<file path="src/rtl/pipe_hazard_ctrl.sv">
// Pipeline stall/flush sequencer: memory stalls, load-use bubbles, branch redirects, WFI sleep/wake.
// Optional stall performance counter enabled by defining STALL_PERF_EN.
module pipe_hazard_ctrl #(
  parameter int DRAIN_CYCLES = 3,
  parameter int CNT_W        = 16
) (
  input  logic             clk,
  input  logic             rst,
  input  logic             im_stall,
  input  logic             dm_stall,
  input  logic             load_use,
  input  logic             branch_taken,
  input  logic             wfi_dec,
  input  logic             irq_pending,
  output logic             pc_en,
  output logic             if_id_en,
  output logic             if_id_flush,
  output logic             id_ex_en,
  output logic             id_ex_flush,
  output logic             ex_mem_en,
  output logic             mem_wb_en,
  output logic             sleeping,
  output logic [CNT_W-1:0] stall_cnt
);

  localparam logic [1:0] ST_RUN   = 2'd0;
  localparam logic [1:0] ST_DRAIN = 2'd1;
  localparam logic [1:0] ST_SLEEP = 2'd2;
  localparam logic [1:0] ST_WAKE  = 2'd3;

  localparam int DW = (DRAIN_CYCLES > 1) ? $clog2(DRAIN_CYCLES) : 1;
  localparam logic [DW-1:0] DRAIN_INIT = DW'(DRAIN_CYCLES - 1);

  logic [1:0]    state_reg, state_next;
  logic [DW-1:0] drain_cnt_reg, drain_cnt_next;
  logic          mstall;

  assign mstall = im_stall | dm_stall;

  always_ff @(posedge clk or posedge rst) begin
    if (rst) begin
      state_reg     <= ST_RUN;
      drain_cnt_reg <= '0;
    end else begin
      state_reg     <= state_next;
      drain_cnt_reg <= drain_cnt_next;
    end
  end

  always_comb begin
    pc_en          = 1'b0;
    if_id_en       = 1'b0;
    if_id_flush    = 1'b0;
    id_ex_en       = 1'b0;
    id_ex_flush    = 1'b0;
    ex_mem_en      = 1'b0;
    mem_wb_en      = 1'b0;
    sleeping       = 1'b0;
    state_next     = state_reg;
    drain_cnt_next = drain_cnt_reg;

    if (!rst) begin
      if (mstall) begin
        // Memory stall freezes everything; pending decisions are retaken once it clears.
        sleeping = (state_reg == ST_SLEEP);
      end else begin
        case (state_reg)
          ST_RUN: begin
            id_ex_en  = 1'b1;
            ex_mem_en = 1'b1;
            mem_wb_en = 1'b1;
            if (branch_taken) begin
              pc_en       = 1'b1;
              if_id_en    = 1'b1;
              if_id_flush = 1'b1;
              id_ex_flush = 1'b1;
            end else if (load_use) begin
              id_ex_flush = 1'b1;
            end else if (wfi_dec && !irq_pending) begin
              id_ex_flush    = 1'b1;
              state_next     = ST_DRAIN;
              drain_cnt_next = DRAIN_INIT;
            end else begin
              pc_en    = 1'b1;
              if_id_en = 1'b1;
            end
          end
          ST_DRAIN: begin
            id_ex_en    = 1'b1;
            id_ex_flush = 1'b1;
            ex_mem_en   = 1'b1;
            mem_wb_en   = 1'b1;
            if (irq_pending) begin
              state_next = ST_WAKE;
            end else if (drain_cnt_reg == '0) begin
              state_next = ST_SLEEP;
            end else begin
              drain_cnt_next = drain_cnt_reg - DW'(1);
            end
          end
          ST_SLEEP: begin
            sleeping = 1'b1;
            if (irq_pending) begin
              state_next = ST_WAKE;
            end
          end
          default: begin
            // Discard the WFI held in IF/ID and resume fetch at the next PC.
            pc_en       = 1'b1;
            if_id_en    = 1'b1;
            if_id_flush = 1'b1;
            id_ex_en    = 1'b1;
            id_ex_flush = 1'b1;
            ex_mem_en   = 1'b1;
            mem_wb_en   = 1'b1;
            state_next  = ST_RUN;
          end
        endcase
      end
    end
  end

`ifdef STALL_PERF_EN
  logic [CNT_W-1:0] stall_cnt_reg;

  always_ff @(posedge clk or posedge rst) begin
    if (rst) begin
      stall_cnt_reg <= '0;
    end else if (!pc_en && (stall_cnt_reg != '1)) begin
      stall_cnt_reg <= stall_cnt_reg + CNT_W'(1);
    end
  end

  assign stall_cnt = stall_cnt_reg;
`else
  assign stall_cnt = '0;
`endif

endmodule

</file>
<file path="config.mk">
export PLATFORM = sky130hd
export DESIGN_NAME = pipe_hazard_ctrl
export DESIGN_NICKNAME = d
export VERILOG_FILES = /design/src/rtl/pipe_hazard_ctrl.sv
export SDC_FILE = /design/constraint.sdc
export NUM_CORES = 1
export LEC_CHECK = 0
export ABC_AREA = 1
export CAP_MARGIN = 40
export CORE_AREA = 4 4 46 44
export DETAILED_ROUTE_END_ITERATION = 10
export DIE_AREA = 0 0 50 48
export PLACE_DENSITY = 0.8
export REMOVE_ABC_BUFFERS = 1
export SLEW_MARGIN = 20
export SYNTH_ARGS = -nofsm -noshare
export SYNTH_HDL_FRONTEND = slang
export SYNTH_SLANG_ARGS = --single-unit
</file>
<file path="constraint.sdc">
create_clock -name clk -period 2.9 [get_ports clk]
set_input_delay 0.58 -clock clk [delete_from_list [all_inputs] [get_ports clk]]
set_output_delay 0.58 -clock clk [all_outputs]
set_load 0.05 [all_outputs]
</file>
=== After elaboration in Yosys (flattened, before gate mapping) ===
Cells that the tools add are included.

* $add $sub $neg: 1
* Multiplexer cells: 35
* Bitwise operators: 3
* Reduce and logical (&&, ||, !) cells: 8
* Eq/ne operators: 9

{| class="wikitable"
|+ Operator list
! cell !! number
|-
| $mux W2 || 11
|-
| $mux W1 || 19
|-
| $ne A2 B2 Y1 const B || 6
|-
| $reduce_and A8 Y1 || 1
|-
| $reduce_and A7 Y1 || 1
|-
| $pmux W1 S2 || 3
|-
| $pmux W2 S3 || 1
|-
| $logic_not A2 Y1 || 2
|-
| $pmux W2 S2 || 1
|-
| $ne A3 B3 Y1 const B || 1
|-
| $eq A2 B1 Y1 const B || 1
|-
| $eq A2 B2 Y1 const B || 1
|-
| $not A1 Y1 || 2
|-
| $reduce_bool A2 Y1 || 1
|-
| $reduce_or A2 Y1 || 1
|-
| $sub A2 B1 Y2 const B || 1
|-
| $logic_and A1 B1 Y1 || 1
|-
| $logic_not A1 Y1 || 1
|-
| $or A1 B1 Y1 || 1
|}

* Output and inout port bits: 24
* Input bits: 8
* Flip-flop bits (word level): 4

=== Longest topological paths before layout ===
* Depth in word-level cells: 8
* Gate-level depth with buffers: 9

=== Worst setup path after synthesis ===
No wires, ideal clock.

* Kind: input-to-output
* Start point: in rst
* End point: out pc_en
* Stages: 6
* Data required time: 2.320 ns
* Data arrival time: 2.141 ns
* Path buffers: 1
* Slack: 0.179 ns
* Path through: inv_1 > nand2_1 > inv_1 > nand2_1 > a21oi_1 > buf_4

* Longest elaborated chain between the ends: 1

{| class="wikitable"
|+ RTL lines
! element !! line !! text
|-
| start: declaration || 8 || <nowiki>input logic rst,</nowiki>
|-
| $mux W1 || -- ||
|-
| end: declaration || 15 || <nowiki>output logic pc_en,</nowiki>
|}

No other way between the ends.

=== Final worst setup path ===
* Start point: in dm_stall
* End point: out pc_en

* Longest elaborated chain between the ends: 3

{| class="wikitable"
|+ RTL lines
! element !! line !! text
|-
| start: declaration || 10 || <nowiki>input logic dm_stall,</nowiki>
|-
| $or A1 B1 Y1 || 38 || <nowiki>assign mstall = im_stall | dm_stall;</nowiki>
|-
| $mux W1 || 63 || <nowiki>if (mstall) begin</nowiki>
|-
| $mux W1 || 62 || <nowiki>if (!rst) begin</nowiki>
|}

No other way between the ends.

==> summary.md <==
| Metric | Value |
|---|---|
| Hold Path Class | `reg2reg` |
| I/O Buffers | `15` |
| Dpl cells | `129` |
| Max-cap viol count | `0` |
| Maximum vdd drop | `0.235 mV` |
| Setup crit start kind | `input pin` |
| # fillers | `157` |
| #FFs+latches synth | `4` |
| RSZ-0062 raised after global routing | `no` |
| Max Fanout on Critical Path | `4` |
| Largest net degree at the start of global routing | `7` |
| Crit end category | `output port` |
| Slew @ Worst Pin | `499 ps` |
| Area post-placement | `787 sq um` |
| Setup Skew | `2.46 ps` |
| Core area | `1590 sq um` |
| Synth top area cells | `buf_4, dfrtp_1, ha_1` |
| Leak pwr | `0.000425 uW` |
| Most frequent cells after synthesis | `nand2_1, buf_4, inv_1, nor2_1, ha_1` |
| Synth Flop Type | `dfrtp_1` |
| Synth cell types | `15` |
| Starting DRT DRC Count | `9` |
| Share of the synthesized area in the top cell type | `0.235` |
| Starting Density | `0.381` |
| Clk root buf | `clkbuf_4` |
| CP max stage cell | `clkdlybuf4s50_1` |
| Wire per inst | `9.96 um` |
| Synthesized area per cell | `6.61 sq um` |
| Tcrit/Tclk final | `0.900` |
| Setup CP Type | `in2out` |
| Via density | `4.01` |
| Total area of multi-input combinational cells | `384 sq um` |
| Yosys warnings | `0` |
| Final #Nets | `126` |
| Non-filler cells, final | `132` |
| Die Span Y | `48 um` |
| H-tree depth | `1` |
| Number of CTS-inserted buffers | `3` |
| EDFF count, synth | `0` |
| Worst Path Required | `2320 ps` |
| CP Buf/Inv Count | `3` |
| CP max stage delay | `400 ps` |
| Register area | `100 sq um` |
| Fmax | `383 MHz` |
| CP delay by family, top | `buffers and inverters` |
| Flop-to-flop setup slack | `1400 ps` |
| CTS tree | `built` |
| Share of cells above drive strength 1 | `0.148` |
| DRC violations left | `0` |
| Clock sinks | `4` |
| Slew HR | `0.666` |
| First-pass GRT wire length | `2100 um` |
| Vias in the first global route | `502` |
| Post-Syn Area | `608 sq um` |
| Setup bufs post-CTS | `0` |
| Status | `finished, final reports clean` |
| PostCTS Resize Cnt | `0` |
| Most frequent cell after synthesis | `nand2_1` |
| Sequential area share after synthesis | `0.165` |
| Asr flop ratio synth | `1.00` |
| Initial antenna violation count | `0` |
| DRT Pass-1 Iters | `4` |
| # rows | `14` |
| Final Instance Area | `810 sq um` |
| Min Hold Slack | `474 ps` |
| Congestion Overflow GR | `0` |
| Total track usage | `0.118` |
| Mapped Cells | `92` |
| Clock-pin slew on the worst setup and hold paths | `30 ps` |
| Post-DP HPWL | `1160 um` |
| Final count of hold timing violations | `0` |
| Die area | `2400 sq um` |
| # diodes | `0` |
| CP dominant cell by count | `nand2_1` |
| Pins Over Slew Limit | `0` |
| Largest area contributor in the netlist | `buf_4` |
| Drt total wl | `1320 um` |
| Post-route minimum period | `2610 ps` |
| Arrival time of the worst setup path | `2030 ps` |
| Skew-Pair Late Insertion Delay | `230 ps` |
| Post-DRT Antenna Nets | `0` |
| IO Count | `32` |
| Via count | `529` |
| RD Place Congestion | `0.792` |
| Critical-path cell list | `clkdlybuf4s50_1 -> nor2_1 -> nand2_1 -> inv_1 -> nand2_1 -> a21oi_1 -> buf_12` |
| Final setup viols | `0` |
| Clock buffer depth | `2` |
| PwrDens | `719 nW/um^2` |
| Fin util | `0.508` |
| Die W | `50 um` |
| Synth-to-layout area growth | `33.1%` |
| Hold Buf Count CTS | `0` |
[worst reg2reg max path, cell delays in order, from the launching register on]
cell and delay [ps]:
dfrtp_1 410, inv_1 120, ha_1 290, nand2_1 120
nand3_1 100, nor2_2 160, nand2_1 90, nand2_1 60
nand2_1 50
[routing by layer]
layer | GRT usage | wire, um
met4 | 0.0497 | 0
met5 | 0 | 0
met1 | 0.120 | 499
met3 | 0.0498 | 123
met2 | 0.219 | 692
[power by group]
part           switching [uW]  internal, uW  total, uW
combinational             262           149        412
clock                    20.6          46.1       66.8
sequential               22.8          80.9        104
total                     306           276        582
[per-stage QoR]
step	setup WS, ps	setup TNS [ps]	total power [uW]
final	291	0	582
after floorplan	-429	-1570	402
after global routing	192	0	644
after detailed placement	289	0	517
after global placement	357	0	502
after CTS	286	0	590
[final cells by class]
| class | count | share of cell area |
|---|---|---|
| multi-input combinational | 74 | 0.474 |
| timing repair buffer | 17 | 0.291 |
| sequential | 4 | 0.124 |
| inverter | 10 | 0.0464 |
| tap | 24 | 0.0371 |
| clock buffer | 3 | 0.0278 |
[placed cells by master (no fill, tap or decap)]
master,n
nor2_1,9
nand2_1,26
dfrtp_1,4
nor2_2,1
o21ai_0,1
nand3_1,4
clkbuf_4,3
ha_1,8
inv_1,10
nand3b_1,1
conb_1,16
buf_4,2
nor2_4,1
and3_4,1
a21oi_1,5
buf_12,7
clkdlybuf4s50_1,8
nand2_2,1
[path summary, 6_finish.rpt]
path                             startpoint               end  cells after the start
min in group asynchronous               rst      state_reg[1]                      3
max in group asynchronous               rst  drain_cnt_reg[0]                      3
min                        drain_cnt_reg[0]  drain_cnt_reg[0]                      2
max                                dm_stall             pc_en                      7
max reg2reg                    state_reg[0]  drain_cnt_reg[1]                      8
min reg2reg                drain_cnt_reg[0]  drain_cnt_reg[0]                      2
[cells by family after synthesis]
group,after synthesis,synth area share
AO/OA/AOI/OAI,6,0.0494
adder cells (fa/ha/maj),8,0.165
buffers and inverters,29,0.296
flip-flops,4,0.165
other,1,0.00617
AND/OR/NAND/NOR,44,0.319
Power figures use the tool's default switching activity.
